**config.mk**
```make
export PLATFORM = sky130hd
export DESIGN_NAME = vx_mask_drain
export DESIGN_NICKNAME = d
export VERILOG_FILES = /design/src/rtl/vx_mask_drain_pkg.sv /design/src/rtl/vx_mask_drain_lzc.sv /design/src/rtl/vx_mask_drain.sv
export SDC_FILE = /design/constraint.sdc
export NUM_CORES = 1
export LEC_CHECK = 0
export ABC_AREA = 1
export BUFFER_PORTS_ARGS = -buffer_cell sky130_fd_sc_hd__buf_4
export CAP_MARGIN = 20
export CORE_MARGIN = 5
export CORE_UTILIZATION = 50
export DETAILED_ROUTE_END_ITERATION = 12
export PLACE_DENSITY_LB_ADDON = 0.05
export SLEW_MARGIN = 20
export SYNTH_ARGS = -nofsm -noshare
export SYNTH_HDL_FRONTEND = slang
export SYNTH_HIERARCHICAL = 1
export SYNTH_SLANG_ARGS = --single-unit
```
**constraint.sdc**
```tcl
create_clock -name clk -period 1.9 [get_ports clk]
set_input_delay 0.285 -clock clk [delete_from_list [all_inputs] [get_ports clk]]
set_output_delay 0.285 -clock clk [all_outputs]
set_load 0.01 [all_outputs]
```
**src/rtl/vx_mask_drain_pkg.sv**
```systemverilog
// ---------------------------------------------------------------------------
// vx_mask_drain_pkg
//
// Shared helpers for the mask-drain slice.
//
// The drain block does not need any shared typedefs because its only state is
// the remaining mask itself. This package holds the index-width helper and the
// default widths, so the top and the zero-count sub-module size their index
// ports the same way.
// ---------------------------------------------------------------------------
package vx_mask_drain_pkg;

    // Defaults used by the top-level parameter list.
    localparam int DEFAULT_N    = 8;
    localparam int DEFAULT_TAGW = 4;

    // Index width for an N-entry vector.
    // A one-entry vector still gets a one-bit index so that no port collapses
    // to zero width.
    function automatic int log2up(input int value);
        return (value > 1) ? $clog2(value) : 1;
    endfunction

endpackage

```
**src/rtl/vx_mask_drain_lzc.sv**
```systemverilog
// ---------------------------------------------------------------------------
// vx_mask_drain_lzc
//
// Counts the zeros in front of the first set bit of data_in.
//
// The scan direction depends on REVERSE:
//   REVERSE = 0 : leading-zero count, scanning from the MSB towards the LSB.
//   REVERSE = 1 : trailing-zero count, scanning from the LSB towards the MSB.
//
// Ports
//   data_in   in   N     vector to scan
//   cnt_out   out  LOGN  number of zeros before the first set bit
//   valid_out out  1     data_in has at least one set bit
//
// When valid_out is 0, cnt_out is 0 and carries no meaning.
// ---------------------------------------------------------------------------
module vx_mask_drain_lzc
    import vx_mask_drain_pkg::*;
#(
    parameter  int N       = 8,
    parameter  int REVERSE = 0,
    localparam int LOGN    = log2up(N)
) (
    input  logic [N-1:0]    data_in,
    output logic [LOGN-1:0] cnt_out,
    output logic            valid_out
);

    // Priority scan.
    // The found flag freezes the count at the first set bit met in the chosen
    // direction. The zeros already passed are exactly the loop index at that
    // point.
    always_comb begin
        logic found;
        found   = 1'b0;
        cnt_out = '0;
        for (int i = 0; i < N; i++) begin
            if (REVERSE == 0) begin
                if (!found && data_in[N-1-i]) begin
                    cnt_out = LOGN'(i);
                    found   = 1'b1;
                end
            end else begin
                if (!found && data_in[i]) begin
                    cnt_out = LOGN'(i);
                    found   = 1'b1;
                end
            end
        end
    end

    assign valid_out = |data_in;

endmodule

```
**src/rtl/vx_mask_drain.sv**
```systemverilog
// ---------------------------------------------------------------------------
// vx_mask_drain
//
// Walks an N-bit mask and presents the positions of its set bits one per
// cycle. Each position comes with the tag that arrived with the mask, and the
// final position of every mask is flagged.
//
// Parameters
//   N       mask width (N >= 1)
//   REVERSE 0: highest set bit first, 1: lowest set bit first
//   TAGW    sideband tag width (TAGW >= 1)
//   LOGN    index width, derived from N
//
// Ports
//   clk        in   1     clock
//   reset      in   1     synchronous, active-high reset
//   in_valid   in   1     a new mask is offered
//   in_mask    in   N     mask to drain
//   in_tag     in   TAGW  tag attached to every index of this mask
//   in_ready   out  1     block is idle and takes a mask this cycle
//   out_valid  out  1     out_index / out_tag / out_last are valid
//   out_index  out  LOGN  bit position of the selected set bit (0 = LSB)
//   out_tag    out  TAGW  tag of the mask being drained
//   out_last   out  1     selected bit is the last one left in the mask
//   out_ready  in   1     consumer takes the current index
//
// The only state is the remaining mask plus its tag. An all-zero remaining
// mask means idle, anything else means draining. Because of that, in_ready and
// out_valid are mutually exclusive, and in_ready never depends on out_ready.
// ---------------------------------------------------------------------------
module vx_mask_drain
    import vx_mask_drain_pkg::*;
#(
    parameter  int N       = DEFAULT_N,
    parameter  int REVERSE = 0,
    parameter  int TAGW    = DEFAULT_TAGW,
    localparam int LOGN    = log2up(N)
) (
    input  logic            clk,
    input  logic            reset,
    input  logic            in_valid,
    input  logic [N-1:0]    in_mask,
    input  logic [TAGW-1:0] in_tag,
    output logic            in_ready,
    output logic            out_valid,
    output logic [LOGN-1:0] out_index,
    output logic [TAGW-1:0] out_tag,
    output logic            out_last,
    input  logic            out_ready
);

    localparam logic [LOGN-1:0] TOP_INDEX = LOGN'(N - 1);

    logic [N-1:0]    rem_mask;
    logic [N-1:0]    rem_mask_next;
    logic [TAGW-1:0] tag_r;
    logic [TAGW-1:0] tag_next;

    logic [LOGN-1:0] zero_cnt;
    logic            lzc_valid;
    logic [N-1:0]    sel_onehot;
    logic [N-1:0]    rem_minus_one;
    logic            accept;
    logic            out_fire;

    // The counter only reports how many zeros sit in front of the first set
    // bit. In MSB-first order that count is measured down from the top bit,
    // so it has to be turned back into a bit position here.
    vx_mask_drain_lzc #(
        .N       (N),
        .REVERSE (REVERSE)
    ) u_lzc (
        .data_in   (rem_mask),
        .cnt_out   (zero_cnt),
        .valid_out (lzc_valid)
    );

    assign out_index = (REVERSE != 0) ? zero_cnt : (TOP_INDEX - zero_cnt);
    assign out_tag   = tag_r;
    assign out_valid = |rem_mask;
    assign in_ready  = (rem_mask == '0);

    // A mask with exactly one set bit has its lowest set bit cleared by
    // x & (x-1), which leaves zero. That identifies the last index without
    // running a population count.
    assign rem_minus_one = rem_mask - N'(1);
    assign out_last      = out_valid && ((rem_mask & rem_minus_one) == '0);

    assign accept   = in_valid && in_ready;
    assign out_fire = out_valid && out_ready;

    // One-hot decode of the presented index.
    // A handshake uses it to knock the index out of the remaining mask.
    always_comb begin
        sel_onehot = '0;
        for (int i = 0; i < N; i++) begin
            sel_onehot[i] = (out_index == LOGN'(i));
        end
    end

    // Next-state logic.
    // A new mask can only arrive while idle, and an index can only leave
    // while draining, so the two branches never compete. Accepting a zero
    // mask still captures the tag, but the block stays idle.
    always_comb begin
        rem_mask_next = rem_mask;
        tag_next      = tag_r;
        if (accept) begin
            rem_mask_next = in_mask;
            tag_next      = in_tag;
        end else if (out_fire) begin
            rem_mask_next = rem_mask & ~sel_onehot;
        end
    end

    // State register.
    // Reset wipes any mask part-way through draining, so indices that had
    // not yet been handed out are dropped.
    always_ff @(posedge clk) begin
        if (reset) begin
            rem_mask <= '0;
            tag_r    <= '0;
        end else begin
            rem_mask <= rem_mask_next;
            tag_r    <= tag_next;
        end
    end

`ifndef SYNTHESIS
    // Stalled outputs must hold still until the consumer takes them.
    a_index_stable : assert property (@(posedge clk) disable iff (reset)
        (out_valid && !out_ready) |=> (out_valid && out_index == $past(out_index)));

    a_tag_stable : assert property (@(posedge clk) disable iff (reset)
        (out_valid && !out_ready) |=> (out_tag == $past(out_tag) && out_last == $past(out_last)));

    // Whatever index is presented must name a bit that is still pending.
    a_sel_is_set : assert property (@(posedge clk) disable iff (reset)
        out_valid |-> ((rem_mask & sel_onehot) != '0));

    // The counter's own notion of "any bit set" has to match out_valid.
    a_lzc_valid : assert property (@(posedge clk) disable iff (reset)
        lzc_valid == out_valid);

    a_no_overlap : assert property (@(posedge clk) disable iff (reset)
        !(in_ready && out_valid));
`endif

endmodule

```
==> out/summary.txt <==
Crit path depth = 7
Total CTS buffers = 3
Inserted Diodes = 0
Critical Path End Type = output port
CTS tree = yes
Area growth, synth to finish = 28.3%
Initial Util = 52.7%
Initial antenna violation count = 0
Reg-to-Reg Start = rem_mask[6]
Slowest Stage Delay on Critical Path = 0.43 ns
Cts hold-fix bufs = 0
Clk root buf = clkbuf_4
Worst R2R Setup Slack = 0.29 ns
Initial drt markers = 18
Relative slew slack = 80.0%
Avg WL per Cell = 11.2 um
CP arrival = 1.53 ns
Worst vdd ir = 1040 uV
Clk pin slew, worst setup/hold paths = 0.08 ns
Slew Limit Fails = 0
Hold Path Stages = 2
Commonest cells after routing, fill and taps aside = buf_4, inv_1, nand2_1
Crit-path cells = inv_1, a21oi_1, nor2_1, nor2_1, nand2_2, inv_1, buf_4
Clock sinks = 12
Achievable clock frequency = 552 MHz
Max-cap violations = 0
Layout Cells excl Fill = 195
Final Critical Period = 1.81 ns
Number of port buffers = 25
Cell Area, Placed = 0.00112 sq mm
Crit path max fanout = 5
Final HPWL DP = 1.68 mm
Largest net degree at the start of global routing = 12
Syn_nets = 159
Worst hold path startpoint = reset
WHS Endpoint = rem_mask[7]
Via density = 5.01
Synth warn = 6
Die Area = 0.00277 sq mm
Type of origin of the critical path = register
# resized after CTS = 0
Clk Latency, worst-skew pair = 0.27 ns
WP buf/inv = 3
Vias after detailed routing = 977
Critical path class = register to output port
Clk_skew = 0.00273 ns
Final setup viols = 0
Post-route DRC violation count = 0
Total GRT Usage = 17.6%
Final Hold Fails = 0
Netlist Area Pre-Place = 910 sq um
Commonest non-fill, non-tap cell in the layout = buf_4
Worst-Margin Slew = 0.300 ns
Maximum root-to-sink buffer count = 2
Core area = 0.00173 sq mm
Critical path's slowest cell = dfxtp_1
Setup total negative slack = 0 ns
Die Wd = 52.7 um
Total power draw = 2.14 mW
GP Congestion = 0.851
First-pass GRT wire length = 3.68 mm
Static Leak = 0.547 nW
Vias in the first global route = 908
FF-to-FF End = rem_mask[6]
Fillcell total = 161
Final ANT Viol Nets = 0
Synth Area per Inst = 6.36 sq um
DRT Pass-1 Iters = 4
Routed WL = 2.18 mm
Final instance area = 0.00117 sq mm
Power per Cell Area = 1840 mW/mm^2
H-tree Lvls = 1
Cell count after synthesis = 143
R2R cell count = 10
Post-CTS setup buffers = 0
HP Class = input port to register
WP data required = 1.62 ns
Num ports = 26
Grt ovf = 0
Ratio of final minimum period to clock period = 95.4%
Status = completed
Placed cell count = 191
CP delay by family, top = flip-flops
Die Span Y = 52.7 um
Final #Nets = 187
Layout cells sized above 1 = 36.5%
Row count = 15
## state kept, by name, summed over array words and instances (netlist names)
| name | flops |
|---|---|
| rem_mask | 8 |
| out_tag | 4 |
## per-layer routing
layer  vias up  global-route usage, %  share of wire (%)
met1       432                   19.9                 45
met4         0                   6.38                1.4
met3         5                   2.85                4.2
li1        511                      -                  -
met5         -                      0                  0
met2        29                   32.6                 50
## power breakdown
group	total (mW)	switching (mW)	leakage [nW]	internal (mW)
combinational	1.50	0.890	0.427	0.610
sequential	0.441	0.107	0.0989	0.334
clock	0.205	0.0880	0.0210	0.117
## through the flow
step / setup slack (ns) / hold slack, ns / util, %
floorplan: 0.394 / 0.354 / -
global placement: 0.318 / 0.450 / 64.9
detailed placement: 0.297 / 0.454 / 64.9
CTS: 0.0860 / 0.159 / 67.0
global route: -0.0655 / 0.158 / 67.6
finish: 0.0868 / 0.162 / 67.6
## layout make-up
type | instances | area, sq um | area share, %
Multi-Input combinational cell | 100 | 554 | 47.5
Inverter | 27 | 101 | 8.68
Clock buffer | 4 | 36.3 | 3.11
Sequential cell | 12 | 241 | 20.7
Timing Repair Buffer | 27 | 203 | 17.4
Tap cell | 25 | 31.3 | 2.68
## worst register-to-register path: stages, from the launching register on
cell,delay [ns]
dfxtp_1,0.37
nor2_2,0.16
nand2_1,0.08
nor3_1,0.17
nor2_1,0.08
nand2_2,0.11
inv_1,0.09
nor3_1,0.15
nand3_1,0.13
nand2_1,0.10
a21oi_2,0.05
## worst max-delay path by stage
stage | startpoint | endpoint | slack (ns)
after floorplan | rem_mask[5] | rem_mask[1] | 0.39
after global placement | rem_mask[5] | rem_mask[4] | 0.32
after detailed placement | rem_mask[5] | rem_mask[4] | 0.30
after CTS | rem_mask[2] | out_index[1] | 0.09
after global routing | rem_mask[6] | out_index[0] | -0.07
final | rem_mask[5] | out_index[0] | 0.09
(Power assumes the default switching activity.)
